**src/rtl/sigmag_pkg.sv**
```systemverilog
// Shared types for the sign/magnitude statistic scan controller: FSM states,
// default counter width and the captured-result payload.
package sigmag_pkg;

  localparam int unsigned CNTR_LENGTH_DEF = 16;
  localparam int unsigned NCH_DEF         = 4;
  localparam int unsigned RES_CH_MAX      = 8;
  localparam int unsigned RES_CNT_MAX     = 32;

  typedef enum logic [3:0] {
    IDLE,
    SELECT,
    SETTLE,
    CLEAR,
    ARM,
    WAIT,
    PRESENT,
    NEXT,
    FINISH
  } state_e;

  // Sized for the widest supported build; narrower builds use the low bits.
  typedef struct packed {
    logic [RES_CH_MAX-1:0]  ch;
    logic [RES_CNT_MAX-1:0] sig;
    logic [RES_CNT_MAX-1:0] mag;
    logic                   err;
  } res_t;

endpackage

```
**src/rtl/sigmag_scan_ctrl_if.sv**
```systemverilog
// Result handshake bus between the scan controller (master) and its consumer.
interface sigmag_scan_ctrl_if #(
  parameter int unsigned NCH         = 4,
  parameter int unsigned CNTR_LENGTH = 16
);
  localparam int unsigned CHW = (NCH > 1) ? $clog2(NCH) : 1;

  logic                   res_valid;
  logic                   res_ready;
  logic [CHW-1:0]         res_ch;
  logic [CNTR_LENGTH-1:0] res_sig;
  logic [CNTR_LENGTH-1:0] res_mag;
  logic                   res_err;

  modport master (output res_valid, res_ch, res_sig, res_mag, res_err, input res_ready);
  modport slave  (input res_valid, res_ch, res_sig, res_mag, res_err, output res_ready);

endinterface

```
**src/rtl/sigmag_scan_timer.sv**
```systemverilog
// Settle down-counter and, with SIGMAG_SCAN_TIMEOUT_EN defined, the WAIT watchdog.
module sigmag_scan_timer #(
  parameter int unsigned SETTLE_CYC = 4
`ifdef SIGMAG_SCAN_TIMEOUT_EN
  , parameter int unsigned CNTR_LENGTH = 16
`endif
) (
  input  logic clk,
  input  logic resetn,
  input  logic settle_load,
  input  logic settle_run,
  output logic settle_done_c
`ifdef SIGMAG_SCAN_TIMEOUT_EN
  , input  logic wd_clr,
  input  logic wd_run,
  output logic wd_expire_c
`endif
);

  localparam int unsigned SW          = (SETTLE_CYC > 1) ? $clog2(SETTLE_CYC) : 1;
  localparam int unsigned SETTLE_LOAD = (SETTLE_CYC > 0) ? SETTLE_CYC - 1 : 0;

  logic [SW-1:0] settle_cnt_q;

  // Loaded with SETTLE_CYC-1 so the FSM spends exactly SETTLE_CYC cycles in SETTLE.
  always_ff @(posedge clk or negedge resetn) begin
    if (!resetn) begin
      settle_cnt_q <= '0;
    end else if (settle_load) begin
      settle_cnt_q <= SW'(SETTLE_LOAD);
    end else if (settle_run && (settle_cnt_q != '0)) begin
      settle_cnt_q <= settle_cnt_q - SW'(1);
    end
  end

  assign settle_done_c = (settle_cnt_q == '0);

`ifdef SIGMAG_SCAN_TIMEOUT_EN
  localparam int unsigned WDW = (CNTR_LENGTH < 4) ? 6 : CNTR_LENGTH + 1;
  localparam logic [WDW-1:0] WD_LAST = WDW'((64'd1 << CNTR_LENGTH) + 64'd15);

  logic [WDW-1:0] wd_cnt_q;

  always_ff @(posedge clk or negedge resetn) begin
    if (!resetn) begin
      wd_cnt_q <= '0;
    end else if (wd_clr) begin
      wd_cnt_q <= '0;
    end else if (wd_run) begin
      wd_cnt_q <= wd_cnt_q + WDW'(1);
    end
  end

  assign wd_expire_c = wd_run && (wd_cnt_q == WD_LAST);
`endif

endmodule

```
**src/rtl/sigmag_scan_ctrl.sv**
```systemverilog
// Scans masked ADC inputs through the sign/magnitude statistic counter and
// presents one result per channel. SIGMAG_SCAN_TIMEOUT_EN adds a WAIT watchdog.
module sigmag_scan_ctrl
  import sigmag_pkg::*;
#(
  parameter int unsigned NCH         = NCH_DEF,
  parameter int unsigned CNTR_LENGTH = CNTR_LENGTH_DEF,
  parameter int unsigned SETTLE_CYC  = 4,
  localparam int unsigned CHW        = (NCH > 1) ? $clog2(NCH) : 1
) (
  input  logic                   clk,
  input  logic                   resetn,
  input  logic                   start,
  input  logic [NCH-1:0]         ch_mask,
  output logic [CHW-1:0]         hist_inp,
  output logic                   meas_resetp,
  input  logic                   meas_done,
  input  logic [CNTR_LENGTH-1:0] sig_in,
  input  logic [CNTR_LENGTH-1:0] mag_in,
  output logic                   busy,
  output logic                   scan_done,
  sigmag_scan_ctrl_if.master     res
);

  localparam logic [CHW-1:0] CH_LAST = CHW'(NCH - 1);

  state_e         state_q, state_d;
  logic [NCH-1:0] mask_q, mask_d;
  logic [CHW-1:0] ch_q, ch_d, hist_inp_d;
  logic           meas_resetp_d, busy_d, scan_done_d, res_valid_d;
  res_t           res_q, res_d;
  logic           settle_load_c, settle_run_c, settle_done_c;
`ifdef SIGMAG_SCAN_TIMEOUT_EN
  logic           wd_clr_c, wd_run_c, wd_expire_c;
`endif

  sigmag_scan_timer #(
    .SETTLE_CYC   (SETTLE_CYC)
`ifdef SIGMAG_SCAN_TIMEOUT_EN
    , .CNTR_LENGTH(CNTR_LENGTH)
`endif
  ) u_timer (
    .clk          (clk),
    .resetn       (resetn),
    .settle_load  (settle_load_c),
    .settle_run   (settle_run_c),
    .settle_done_c(settle_done_c)
`ifdef SIGMAG_SCAN_TIMEOUT_EN
    , .wd_clr     (wd_clr_c),
    .wd_run       (wd_run_c),
    .wd_expire_c  (wd_expire_c)
`endif
  );

  always_ff @(posedge clk or negedge resetn) begin
    if (!resetn) begin
      state_q       <= IDLE;
      mask_q        <= '0;
      ch_q          <= '0;
      hist_inp      <= '0;
      meas_resetp   <= 1'b0;
      busy          <= 1'b0;
      scan_done     <= 1'b0;
      res.res_valid <= 1'b0;
      res_q         <= '0;
    end else begin
      state_q       <= state_d;
      mask_q        <= mask_d;
      ch_q          <= ch_d;
      hist_inp      <= hist_inp_d;
      meas_resetp   <= meas_resetp_d;
      busy          <= busy_d;
      scan_done     <= scan_done_d;
      res.res_valid <= res_valid_d;
      res_q         <= res_d;
    end
  end

  always_comb begin
    state_d       = state_q;
    mask_d        = mask_q;
    ch_d          = ch_q;
    hist_inp_d    = hist_inp;
    meas_resetp_d = 1'b0;
    busy_d        = busy;
    scan_done_d   = 1'b0;
    res_valid_d   = res.res_valid;
    res_d         = res_q;
    settle_load_c = 1'b0;
    settle_run_c  = 1'b0;
`ifdef SIGMAG_SCAN_TIMEOUT_EN
    wd_clr_c      = 1'b0;
    wd_run_c      = 1'b0;
`endif
    case (state_q)
      IDLE: begin
        if (start) begin
          mask_d  = ch_mask;
          ch_d    = '0;
          busy_d  = 1'b1;
          state_d = SELECT;
        end
      end
      SELECT: begin
        if (mask_q[ch_q]) begin
          hist_inp_d    = ch_q;
          settle_load_c = 1'b1;
          if (SETTLE_CYC == 0) begin
            meas_resetp_d = 1'b1;
            state_d       = CLEAR;
          end else begin
            state_d = SETTLE;
          end
        end else begin
          state_d = NEXT;
        end
      end
      SETTLE: begin
        settle_run_c = 1'b1;
        if (settle_done_c) begin
          meas_resetp_d = 1'b1;
          state_d       = CLEAR;
        end
      end
      CLEAR: state_d = ARM;
      // The counter's done flag lags its clear by a cycle, so it is not looked at here.
      ARM: begin
`ifdef SIGMAG_SCAN_TIMEOUT_EN
        wd_clr_c = 1'b1;
`endif
        state_d = WAIT;
      end
      WAIT: begin
`ifdef SIGMAG_SCAN_TIMEOUT_EN
        wd_run_c = 1'b1;
`endif
        if (meas_done) begin
          res_d.ch    = RES_CH_MAX'(ch_q);
          res_d.sig   = RES_CNT_MAX'(sig_in);
          res_d.mag   = RES_CNT_MAX'(mag_in);
          res_d.err   = 1'b0;
          res_valid_d = 1'b1;
          state_d     = PRESENT;
        end
`ifdef SIGMAG_SCAN_TIMEOUT_EN
        else if (wd_expire_c) begin
          res_d.ch    = RES_CH_MAX'(ch_q);
          res_d.sig   = '0;
          res_d.mag   = '0;
          res_d.err   = 1'b1;
          res_valid_d = 1'b1;
          state_d     = PRESENT;
        end
`endif
      end
      PRESENT: begin
        if (res.res_valid && res.res_ready) begin
          res_valid_d = 1'b0;
          state_d     = NEXT;
        end
      end
      NEXT: begin
        if (ch_q == CH_LAST) begin
          scan_done_d = 1'b1;
          busy_d      = 1'b0;
          state_d     = FINISH;
        end else begin
          ch_d    = CHW'(ch_q + CHW'(1));
          state_d = SELECT;
        end
      end
      FINISH:  state_d = IDLE;
      default: state_d = IDLE;
    endcase
  end

  assign res.res_ch  = res_q.ch[CHW-1:0];
  assign res.res_sig = res_q.sig[CNTR_LENGTH-1:0];
  assign res.res_mag = res_q.mag[CNTR_LENGTH-1:0];
  assign res.res_err = res_q.err;

  // Payload bits above the configured widths are always zero.
  logic unused_res_c;
  assign unused_res_c = ^{res_q.ch >> CHW, res_q.sig >> CNTR_LENGTH, res_q.mag >> CNTR_LENGTH};

endmodule

```
**src/flat_wrapper.sv**
```systemverilog
// flat-port wrapper written by rule: the top's interface ports become plain ports
module sigmag_scan_ctrl_flat import sigmag_pkg::*;
#(
  parameter int unsigned NCH         = NCH_DEF,
  parameter int unsigned CNTR_LENGTH = CNTR_LENGTH_DEF,
  parameter int unsigned SETTLE_CYC  = 4,
  localparam int unsigned CHW        = (NCH > 1) ? $clog2(NCH) : 1
)
  (clk, resetn, start, ch_mask, hist_inp, meas_resetp, meas_done, sig_in, mag_in, busy, scan_done, res_res_valid, res_res_ch, res_res_sig, res_res_mag, res_res_err, res_res_ready);
  sigmag_scan_ctrl_if #(.NCH(NCH), .CNTR_LENGTH(CNTR_LENGTH)) res_i ();
  input  logic clk;
  input  logic resetn;
  input  logic start;
  input  logic [NCH-1:0] ch_mask;
  output logic [CHW-1:0] hist_inp;
  output logic meas_resetp;
  input  logic meas_done;
  input  logic [CNTR_LENGTH-1:0] sig_in;
  input  logic [CNTR_LENGTH-1:0] mag_in;
  output logic busy;
  output logic scan_done;
  output wire logic [$bits(res_i.res_valid)-1:0] res_res_valid;
  output wire logic [$bits(res_i.res_ch)-1:0] res_res_ch;
  output wire logic [$bits(res_i.res_sig)-1:0] res_res_sig;
  output wire logic [$bits(res_i.res_mag)-1:0] res_res_mag;
  output wire logic [$bits(res_i.res_err)-1:0] res_res_err;
  input wire logic [$bits(res_i.res_ready)-1:0] res_res_ready;
  assign res_res_valid = res_i.res_valid;
  assign res_res_ch = res_i.res_ch;
  assign res_res_sig = res_i.res_sig;
  assign res_res_mag = res_i.res_mag;
  assign res_res_err = res_i.res_err;
  assign res_i.res_ready = res_res_ready;
  sigmag_scan_ctrl #(.NCH(NCH), .CNTR_LENGTH(CNTR_LENGTH), .SETTLE_CYC(SETTLE_CYC)) u_core (.clk(clk), .resetn(resetn), .start(start), .ch_mask(ch_mask), .hist_inp(hist_inp), .meas_resetp(meas_resetp), .meas_done(meas_done), .sig_in(sig_in), .mag_in(mag_in), .busy(busy), .scan_done(scan_done), .res(res_i));
endmodule
```
**config.mk**
```make
export PLATFORM = sky130hd
export DESIGN_NAME = sigmag_scan_ctrl_flat
export DESIGN_NICKNAME = d
export VERILOG_FILES = /design/src/rtl/sigmag_pkg.sv /design/src/rtl/sigmag_scan_ctrl_if.sv /design/src/rtl/sigmag_scan_timer.sv /design/src/rtl/sigmag_scan_ctrl.sv /design/src/flat_wrapper.sv
export SDC_FILE = /design/constraint.sdc
export NUM_CORES = 1
export LEC_CHECK = 0
export BUFFER_PORTS_ARGS = -buffer_cell sky130_fd_sc_hd__buf_2
export CORE_MARGIN = 3
export CORE_UTILIZATION = 45
export DETAILED_ROUTE_END_ITERATION = 6
export GPL_TIMING_DRIVEN = 0
export PLACE_DENSITY = 0.74
export SLEW_MARGIN = 20
export SYNTH_ARGS = -nofsm -noshare
export SYNTH_HDL_FRONTEND = slang
export SYNTH_SLANG_ARGS = --single-unit
```
**constraint.sdc**
```tcl
create_clock -name clk -period 1.8 [get_ports clk]
set_input_delay 0.18 -clock clk [delete_from_list [all_inputs] [get_ports clk]]
set_output_delay 0.18 -clock clk [all_outputs]
set_load 0.02 [all_outputs]
```
## After elaboration in Yosys (flattened, before gate mapping)

Index checks and enable logic that the tools add are counted.

- Output and inout port bits: 41
- Input port bits: 41
- Word-level logic and storage cells: 71
- Register bits: 52

- Mux-type cells: 27
- Add/sub/neg operators: 2
- Equal/unequal tests: 14
- Reduce and logical (&&, ||, !) cells: 15
- Order comparisons: 1

Operators by type and width:

| operator | number |
|---|---|
| $pmux W4 S8 | 1 |
| $mux W4 | 5 |
| $eq A4 B3 Y1 const B | 4 |
| $mux W1 | 12 |
| $reduce_and A3 Y1 | 3 |
| $eq A4 B2 Y1 const B | 2 |
| $mux W2 | 4 |
| $reduce_bool A2 Y1 | 4 |
| $ne A2 B1 Y1 const B | 3 |
| $ne A2 B2 Y1 const B | 3 |
| $reduce_and A2 Y1 | 3 |
| $eq A4 B1 Y1 const B | 1 |
| $logic_not A4 Y1 | 1 |
| $pmux W1 S2 | 2 |
| $pmux W2 S2 | 1 |
| $reduce_and A4 Y1 | 1 |
| $lt A2 B3 Y1 const B | 1 |
| $mux W3 | 1 |
| $add A2 B1 Y2 const B | 1 |
| $bmux W1 S2 | 1 |
| $eq A2 B2 Y1 const B | 1 |
| $logic_and A1 B1 Y1 | 2 |
| $logic_not A2 Y1 | 1 |
| $sub A2 B1 Y2 const B | 1 |

## Logic depth before layout (Yosys ltp)

Gate-level depths: netlist of the first run.

- Depth after elaboration: 5
- Mapped depth: 5
- Mapped depth without buffers: 5

## Hierarchy

Synthesis of the first run repeated with hierarchy kept, for this count alone.

- Cell total of the unflattened synthesis: 164
- Area total of the unflattened synthesis: 2280.9 µm²

Modules (own cells, without submodules):

| module | times used | cells each | area each (µm²) | seq. area each (µm²) |
|---|---|---|---|---|
| sigmag_scan_ctrl | 1 | 152 | 2157.1 | 1251.2 |
| sigmag_scan_timer | 1 | 12 | 123.9 | 50.0 |

## Least setup slack after synthesis of the first run

No wires, ideal clock.

- Path type: flip-flop to flip-flop
- Start: reg u_core.state_q[0]
- End: reg u_core.ch_q[0]
- Required time: 1675 ps
- Setup slack: 258 ps
- Buffers on the path: 0
- Period minus slack after synthesis: 1542 ps
- Data arrival time: 1418 ps
- Cell stages (with the launch flop): 4
- Setup time: 125 ps
- Cell sequence: dfrtp_1 or4b_1 a21oi_2 mux2_2

- Longest elaborated chain between the ends: 3
- Elaborated cells on any way between the ends: 7
- Those cells by class: 3 x eq/ne; 1 x mux; 3 x reduce/logical

RTL lines:

| element | line | text |
|---|---|---|
| from (decl) | sigmag_scan_ctrl.sv:27 | `state_e state_q, state_d;` |
| from (signal assigned) | sigmag_scan_ctrl.sv:67 | `state_q <= state_d;` |
| $eq A4 B3 Y1 or $logic_not A4 Y1 (tied branches) | sigmag_scan_ctrl.sv:95 | `case (state_q)` |
| $ne A2 B2 Y1 (no line) or $reduce_bool A2 Y1 (tied branches) | n/a |  |
| $reduce_and A3 Y1 (no line) | n/a |  |
| to (signal assigned) | sigmag_scan_ctrl.sv:69 | `ch_q <= ch_d;` |
| to (decl) | sigmag_scan_ctrl.sv:29 | `logic [CHW-1:0] ch_q, ch_d, hist_inp_d;` |

Parallel ways exist; a longest one is shown, timed or not.
A chain may end at the register's enable or synchronous reset.

## Worst setup path in the final report of the first run

- Start: reg u_core.ch_q[0]
- End: reg u_core.hist_inp[0]

- Longest elaborated chain between the ends: 3

RTL lines:

| element | line | text |
|---|---|---|
| $bmux W1 S2 | sigmag_scan_ctrl.sv:105 | `if (mask_q[ch_q]) begin` |
| $mux W1 (implied by the code) | sigmag_scan_ctrl.sv:105 |  |
| $reduce_and A2 Y1 (no line) | n/a |  |
| to (signal assigned) | sigmag_scan_ctrl.sv:70 | `hist_inp <= hist_inp_d;` |
| to (decl) | sigmag_scan_ctrl.sv:15 | `output logic [CHW-1:0] hist_inp,` |

Parallel ways exist; a longest one is shown, timed or not. The select of a mux whose other input is x is not followed.

==> results of run 1 <==
worst max path at each step:
stage                     slack [ns]  cells past startpoint                  to               from
after global routing           0.002                      3  u_core.hist_inp[1]     u_core.ch_q[0]
final                            0.1                      3  u_core.hist_inp[0]     u_core.ch_q[0]
after global placement          0.09                      3  u_core.hist_inp[0]     u_core.ch_q[0]
after floorplan                 0.26                      3      u_core.ch_q[0]  u_core.state_q[0]
after CTS                       0.08                      3  u_core.hist_inp[1]     u_core.ch_q[0]
after detailed placement        0.09                      3  u_core.hist_inp[1]     u_core.ch_q[0]
layout make-up:
class	instances	area [um2]	share of cell area
Clock inverter	1	30.0	0.0106
Inverter	8	30.0	0.0106
Clock buffer	7	96.3	0.0341
Timing Repair Buffer	81	413	0.146
Buffer	7	52.6	0.0186
Sequential cell	52	1300	0.461
Multi-Input combinational cell	84	818	0.290
Tap cell	65	81.3	0.0288
registers in the layout, summed over array words and instances (netlist names):
signal / cells
u_core.res.res_mag: 16
u_core.res.res_sig: 16
u_core.mask_q: 4
u_core.state_q: 4
u_core.ch_q: 2
u_core.hist_inp: 2
u_core.res.res_ch: 2
u_core.u_timer.settle_cnt_q: 2
u_core.busy: 1
u_core.meas_resetp: 1
u_core.res.res_valid: 1
u_core.scan_done: 1
timing repair:
action                     CTS  global route
setup endpoints to repair    0             0
hold buffers                 1             0
hold endpoints to repair    52             0
resized for setup            0             0
placed cells by master, fill, tap and decap left out, types with 3 or more instances in the layout:
| cell type | n |
|---|---|
| clkbuf_1 | 3 |
| buf_2 | 79 |
| buf_6 | 3 |
| nor2_1 | 3 |
| mux2_2 | 41 |
| nand3_1 | 3 |
| inv_1 | 8 |
| clkbuf_8 | 7 |
| dfrtp_1 | 52 |
critical path, stage by stage (launching register included):
cell	delay, ns
dfrtp_1	0.47
mux4_2	0.58
nand3_1	0.20
mux2_2	0.35
cell usage after synthesis, types with 2 or more instances:
| master | number |
|---|---|
| and4_1 | 2 |
| buf_6 | 3 |
| clkbuf_1 | 3 |
| dfrtp_1 | 52 |
| ha_1 | 2 |
| inv_1 | 8 |
| mux2_2 | 41 |
| nand2_1 | 2 |
| nand3_1 | 3 |
| nor2_1 | 3 |
| o21ai_0 | 2 |
| or3_1 | 2 |
cells by family (layout without fill, tap and decap cells):
kind of cell | Yosys count | after routing | synth area share
AOI/OAI and AO/OA | 14 | 14 | 0.0546
buffers and inverters | 15 | 104 | 0.0375
DFF | 52 | 52 | 0.591
adders and majority gates | 2 | 2 | 0.0114
muxes | 43 | 43 | 0.224
other | 1 | 1 | 0.00170
and+or+nand+nor | 24 | 24 | 0.0796
power by group:
part | internal (mW) | total [mW] | leakage [nW] | switching, mW
combinational | 1.06 | 2.34 | 0.691 | 1.28
sequential | 1.71 | 1.99 | 0.629 | 0.283
clock | 0.491 | 0.855 | 0.0645 | 0.364
routing by layer:
metal,share of wire,vias up
li1,-,716
met1,0.44,713
met2,0.48,55
met3,0.059,13
met4,0.025,0
met5,0,-
==> results.sh, run 1 <==
export IMPL_num_rows=24
export IMPL_leakage_nw=1.38
export IMPL_hold_start="res_res_ready"
export IMPL_floorplan_initialDensity=0.486
export IMPL_required_ns=1.99
export IMPL_portBuffers=80
export IMPL_fill_cells=364
export IMPL_r2r_start="u_core.ch_q[0]"
export IMPL_clkSlewWorstSetupHoldPaths_ns=0.09
export IMPL_met3_usage=0.0438
export IMPL_end_kind="register"
export IMPL_postCtsSetupBuffers=0
export IMPL_grt_first_pass_wirelength_mm=7.47
export IMPL_synthTopCellsByArea="dfrtp_1, mux2_2, buf_6"
export IMPL_design_area_mm2=0.00282
export IMPL_wl_mm=4.39
export IMPL_reg2reg_slack_ns=0.1
export IMPL_first_pass_iters=4
export IMPL_utilization=0.623
export IMPL_nets=282
export IMPL_synth_seq_cells=52
export IMPL_syn_avg_cell_area_um2=14.6
export IMPL_ir_worst_vdd_uv=784
export IMPL_cts_buffer_depth=2
export IMPL_tightestPinTransition_ns=0.638
export IMPL_grt_setup_unrepaired="false"
export IMPL_yosys_area_top_type_share=0.591
export IMPL_slew_headroom=0.575
export IMPL_synth_ff_type="dfrtp_1"
export IMPL_finalSetupTns_ns=0
export IMPL_antenna_found_initial=0
export IMPL_ff2ff_path_depth=3
export IMPL_area_growth_pct=28.2
export IMPL_min_path_cells=2
export IMPL_synth_edf_count=0
export IMPL_htree_levels=2
export IMPL_setup_slack_ns=0.0951
export IMPL_worstSetupPathType="reg -> reg"
export IMPL_fp_coreArea_mm2=0.00453
export IMPL_insertedDiodeCount=0
export IMPL_post_place_ws_ns=0.0911
export IMPL_async_reset_ff_frac=1.00
export IMPL_grtUsageMet1=0.192
export IMPL_slew_viol_final=0
export IMPL_arrival_ns=1.89
export IMPL_top_usage_layer="met2"
export IMPL_grtUsageTotal=0.158
export IMPL_die_h_um=76.0
export IMPL_max_freq_mhz=587
export IMPL_yosys_warnings=0
export IMPL_worstPathMaxFanout=6
export IMPL_yosysTopAreaCell="dfrtp_1"
export IMPL_first_global_vias=1605
export IMPL_vias_per_cell=4.91
export IMPL_status="completed"
export IMPL_period_share=0.947
export IMPL_ys_seq_area_frac=0.591
export IMPL_place_area_mm2=0.00269
export IMPL_power_mw=5.18
export IMPL_drive_above_1_share=0.588
export IMPL_globalRouteMet2Util=0.267
export IMPL_die_w_um=76.0
export IMPL_cts_root_buffer="clkbuf_8"
export IMPL_holdPathEnd="u_core.res.res_valid"
export IMPL_worst_clock_skew_ns=0.00614
export IMPL_drc=0
export IMPL_cts_buffers_inserted=5
export IMPL_max_cap_violations=0
export IMPL_drt_iter0_drc=105
export IMPL_cts_tree="built"
export IMPL_syn_nets=194
export IMPL_setup_viol=0
export IMPL_grt_max_degree=53
export IMPL_stdcell_count=305
export IMPL_overflow=0
export IMPL_dieArea_mm2=0.00577
export IMPL_place_congestion=0.824
export IMPL_syn_inst=151
export IMPL_syn_cell_area_mm2=0.00220
export IMPL_powerDensity_mw_per_mm2=1840
export IMPL_io_pins=82
export IMPL_fin_crit_ns=1.70
export IMPL_clock_sinks=52
export IMPL_finalHoldViolCount=0
export IMPL_min_path_type="in -> reg"
export IMPL_r2r_end="u_core.hist_inp[0]"
export IMPL_start_kind="register"
export IMPL_drtAntennaViolNets=0
export IMPL_hold_ws_ns=0.104
export IMPL_clkLatencyLatePin_ns=0.29
export IMPL_route_vias_total=1497
export IMPL_synth_distinct_cells=40
export IMPL_hpwl_mm=3.20
export IMPL_dp_cells=296
export IMPL_wl_per_cell_um=14.4
Power figures use the tool's default switching activity.
==> run 2, diff against run 1 <==
--- a/config.mk
+++ b/config.mk
@@ -6,11 +6,13 @@
 export NUM_CORES = 1
 export LEC_CHECK = 0
 export BUFFER_PORTS_ARGS = -buffer_cell sky130_fd_sc_hd__buf_2
+export CORE_ASPECT_RATIO = 0.75
 export CORE_MARGIN = 3
-export CORE_UTILIZATION = 45
+export CORE_UTILIZATION = 48
 export DETAILED_ROUTE_END_ITERATION = 6
+export GPL_ROUTABILITY_DRIVEN = 0
 export GPL_TIMING_DRIVEN = 0
-export PLACE_DENSITY = 0.74
+export PLACE_DENSITY = 0.78
 export SLEW_MARGIN = 20
 export SYNTH_ARGS = -nofsm -noshare
 export SYNTH_HDL_FRONTEND = slang
==> run 2 against run 1 <==
Die area shrank 5.6%. First-iteration DRC count shrank 23%. Non-clock buffer count is the same. Clock-buffer cell count shrank 1. Largest power group unchanged. Largest cell class unchanged. Highest routed layer unchanged.
==> results.sh, run 2 (same netlist as run 1, synthesis figures left out) <==
export IMPL_status="completed"
export IMPL_min_path_cells=2
export IMPL_max_freq_mhz=588
export IMPL_overflow=0
export IMPL_worstSetupPathType="reg -> reg"
export IMPL_arrival_ns=1.89
export IMPL_required_ns=1.99
export IMPL_first_pass_iters=4
export IMPL_min_path_type="in -> reg"
export IMPL_post_place_ws_ns=0.118
export IMPL_period_share=0.945
export IMPL_drive_above_1_share=0.588
export IMPL_fp_coreArea_mm2=0.00423
export IMPL_num_rows=20
export IMPL_end_kind="register"
export IMPL_cp_slowest_cell="mux4_2"
export IMPL_clkSlewWorstSetupHoldPaths_ns=0.09
export IMPL_grt_setup_unrepaired="false"
export IMPL_htree_levels=2
export IMPL_first_global_vias=1600
export IMPL_final_cell_mix="buf_2, dfrtp_1, mux2_2, inv_1, clkbuf_8"
export IMPL_cp_cell_sequence="mux4_2, nand3_1, mux2_2"
export IMPL_drc=0
export IMPL_slew_viol_final=0
export IMPL_start_kind="register"
export IMPL_route_vias_total=1508
export IMPL_leakage_nw=1.38
export IMPL_insertedDiodeCount=0
export IMPL_die_h_um=64.7
export IMPL_die_w_um=84.2
export IMPL_tightestPinTransition_ns=0.627
export IMPL_max_cap_violations=0
export IMPL_drtAntennaViolNets=0
export IMPL_hold_ws_ns=0.0861
export IMPL_nets=282
export IMPL_worst_clock_skew_ns=0.00553
export IMPL_dp_cells=286
export IMPL_r2r_start="u_core.ch_q[0]"
export IMPL_powerDensity_mw_per_mm2=1840
export IMPL_utilization=0.663
export IMPL_clkLatencyLatePin_ns=0.30
export IMPL_wl_per_cell_um=15.1
export IMPL_io_pins=82
export IMPL_clock_sinks=52
export IMPL_cpPeakStageDelay_ns=0.57
export IMPL_wl_mm=4.45
export IMPL_antenna_found_initial=0
export IMPL_vias_per_cell=5.11
export IMPL_worstPathMaxFanout=6
export IMPL_cts_root_buffer="clkbuf_8"
export IMPL_crit_family="multiplexers"
export IMPL_path_buf_inv=0
export IMPL_cts_buffer_depth=2
export IMPL_hold_start="res_res_ready"
export IMPL_stdcell_count=295
export IMPL_dieArea_mm2=0.00545
export IMPL_r2r_end="u_core.hist_inp[0]"
export IMPL_fin_crit_ns=1.70
export IMPL_area_growth_pct=27.4
export IMPL_cts_tree="built"
export IMPL_drt_iter0_drc=81
export IMPL_finalSetupTns_ns=0
export IMPL_floorplan_initialDensity=0.521
export IMPL_hpwl_mm=3.41
export IMPL_mostFrequentLayoutCell="buf_2"
export IMPL_holdPathEnd="u_core.res.res_valid"
export IMPL_portBuffers=80
export IMPL_grt_first_pass_wirelength_mm=7.57
export IMPL_finalHoldViolCount=0
export IMPL_reg2reg_slack_ns=0.1
export IMPL_grt_max_degree=53
export IMPL_ff2ff_path_depth=3
export IMPL_ir_worst_vdd_uv=1180
export IMPL_grtUsageTotal=0.175
export IMPL_setup_slack_ns=0.0991
export IMPL_setup_viol=0
export IMPL_slew_headroom=0.582
export IMPL_cts_buffers_inserted=5
[run 2: final cells by class]
class	count	area [um2]
Clock buffer	6	82.6
Clock inverter	2	38.8
Buffer	7	52.6
Fill cell	328	1420
Multi-Input combinational cell	84	818
Timing Repair Buffer	81	413
Inverter	8	30.0
Sequential cell	52	1300
Tap cell	55	68.8
[run 2: worst register-to-register path, delay by kind of cell (launching register included)]
family	cells	cell delay, ns
flops	1	0.44
mux	2	0.94
simple gates	1	0.22
[run 2: layer usage]
layer | up-vias | track usage | routed length [um] | share of wire
li1 | 716 | - | - | -
met1 | 742 | 0.228 | 1960 | 0.44
met2 | 45 | 0.285 | 2170 | 0.49
met3 | 5 | 0.0508 | 281 | 0.063
met4 | 0 | 0.0482 | 41 | 0.0092
met5 | - | 0 | 0 | 0
[run 2: worst max path at each step]
stage	slack, ns	endpoint	depth (start not counted)	from
after floorplan	0.26	u_core.ch_q[0]	3	u_core.state_q[0]
after global placement	0.11	u_core.hist_inp[0]	3	u_core.ch_q[0]
after detailed placement	0.12	u_core.hist_inp[0]	3	u_core.ch_q[0]
after CTS	0.1	u_core.hist_inp[0]	3	u_core.ch_q[0]
after global routing	0.01	u_core.hist_inp[0]	3	u_core.ch_q[0]
final	0.1	u_core.hist_inp[0]	3	u_core.ch_q[0]
[run 2: stage by stage]
| stage | instance area [um2] | total power [mW] |
|---|---|---|
| 5_1_grt | 2810 | 5.51 |
| 6_report | 2810 | 5.17 |
| 4_1_cts | 2810 | 5.22 |
| 2_1_floorplan | 2200 | 3.62 |
| 3_5_place_dp | 2670 | 4.39 |
| 3_3_place_gp | 2670 | 4.29 |
[run 2: what timing repair did]
action / 4_1_cts / 5_1_grt
hold buffers: 1 / 0
gates resized for setup: 0 / 0
hold endpoints to repair: 52 / 0
buffers inserted: 0 / 0
[run 2: power by group]
part	total, mW	switching [mW]	internal, mW
logic	2.34	1.28	1.06
clock network	0.826	0.371	0.455
registers	2.00	0.292	1.71
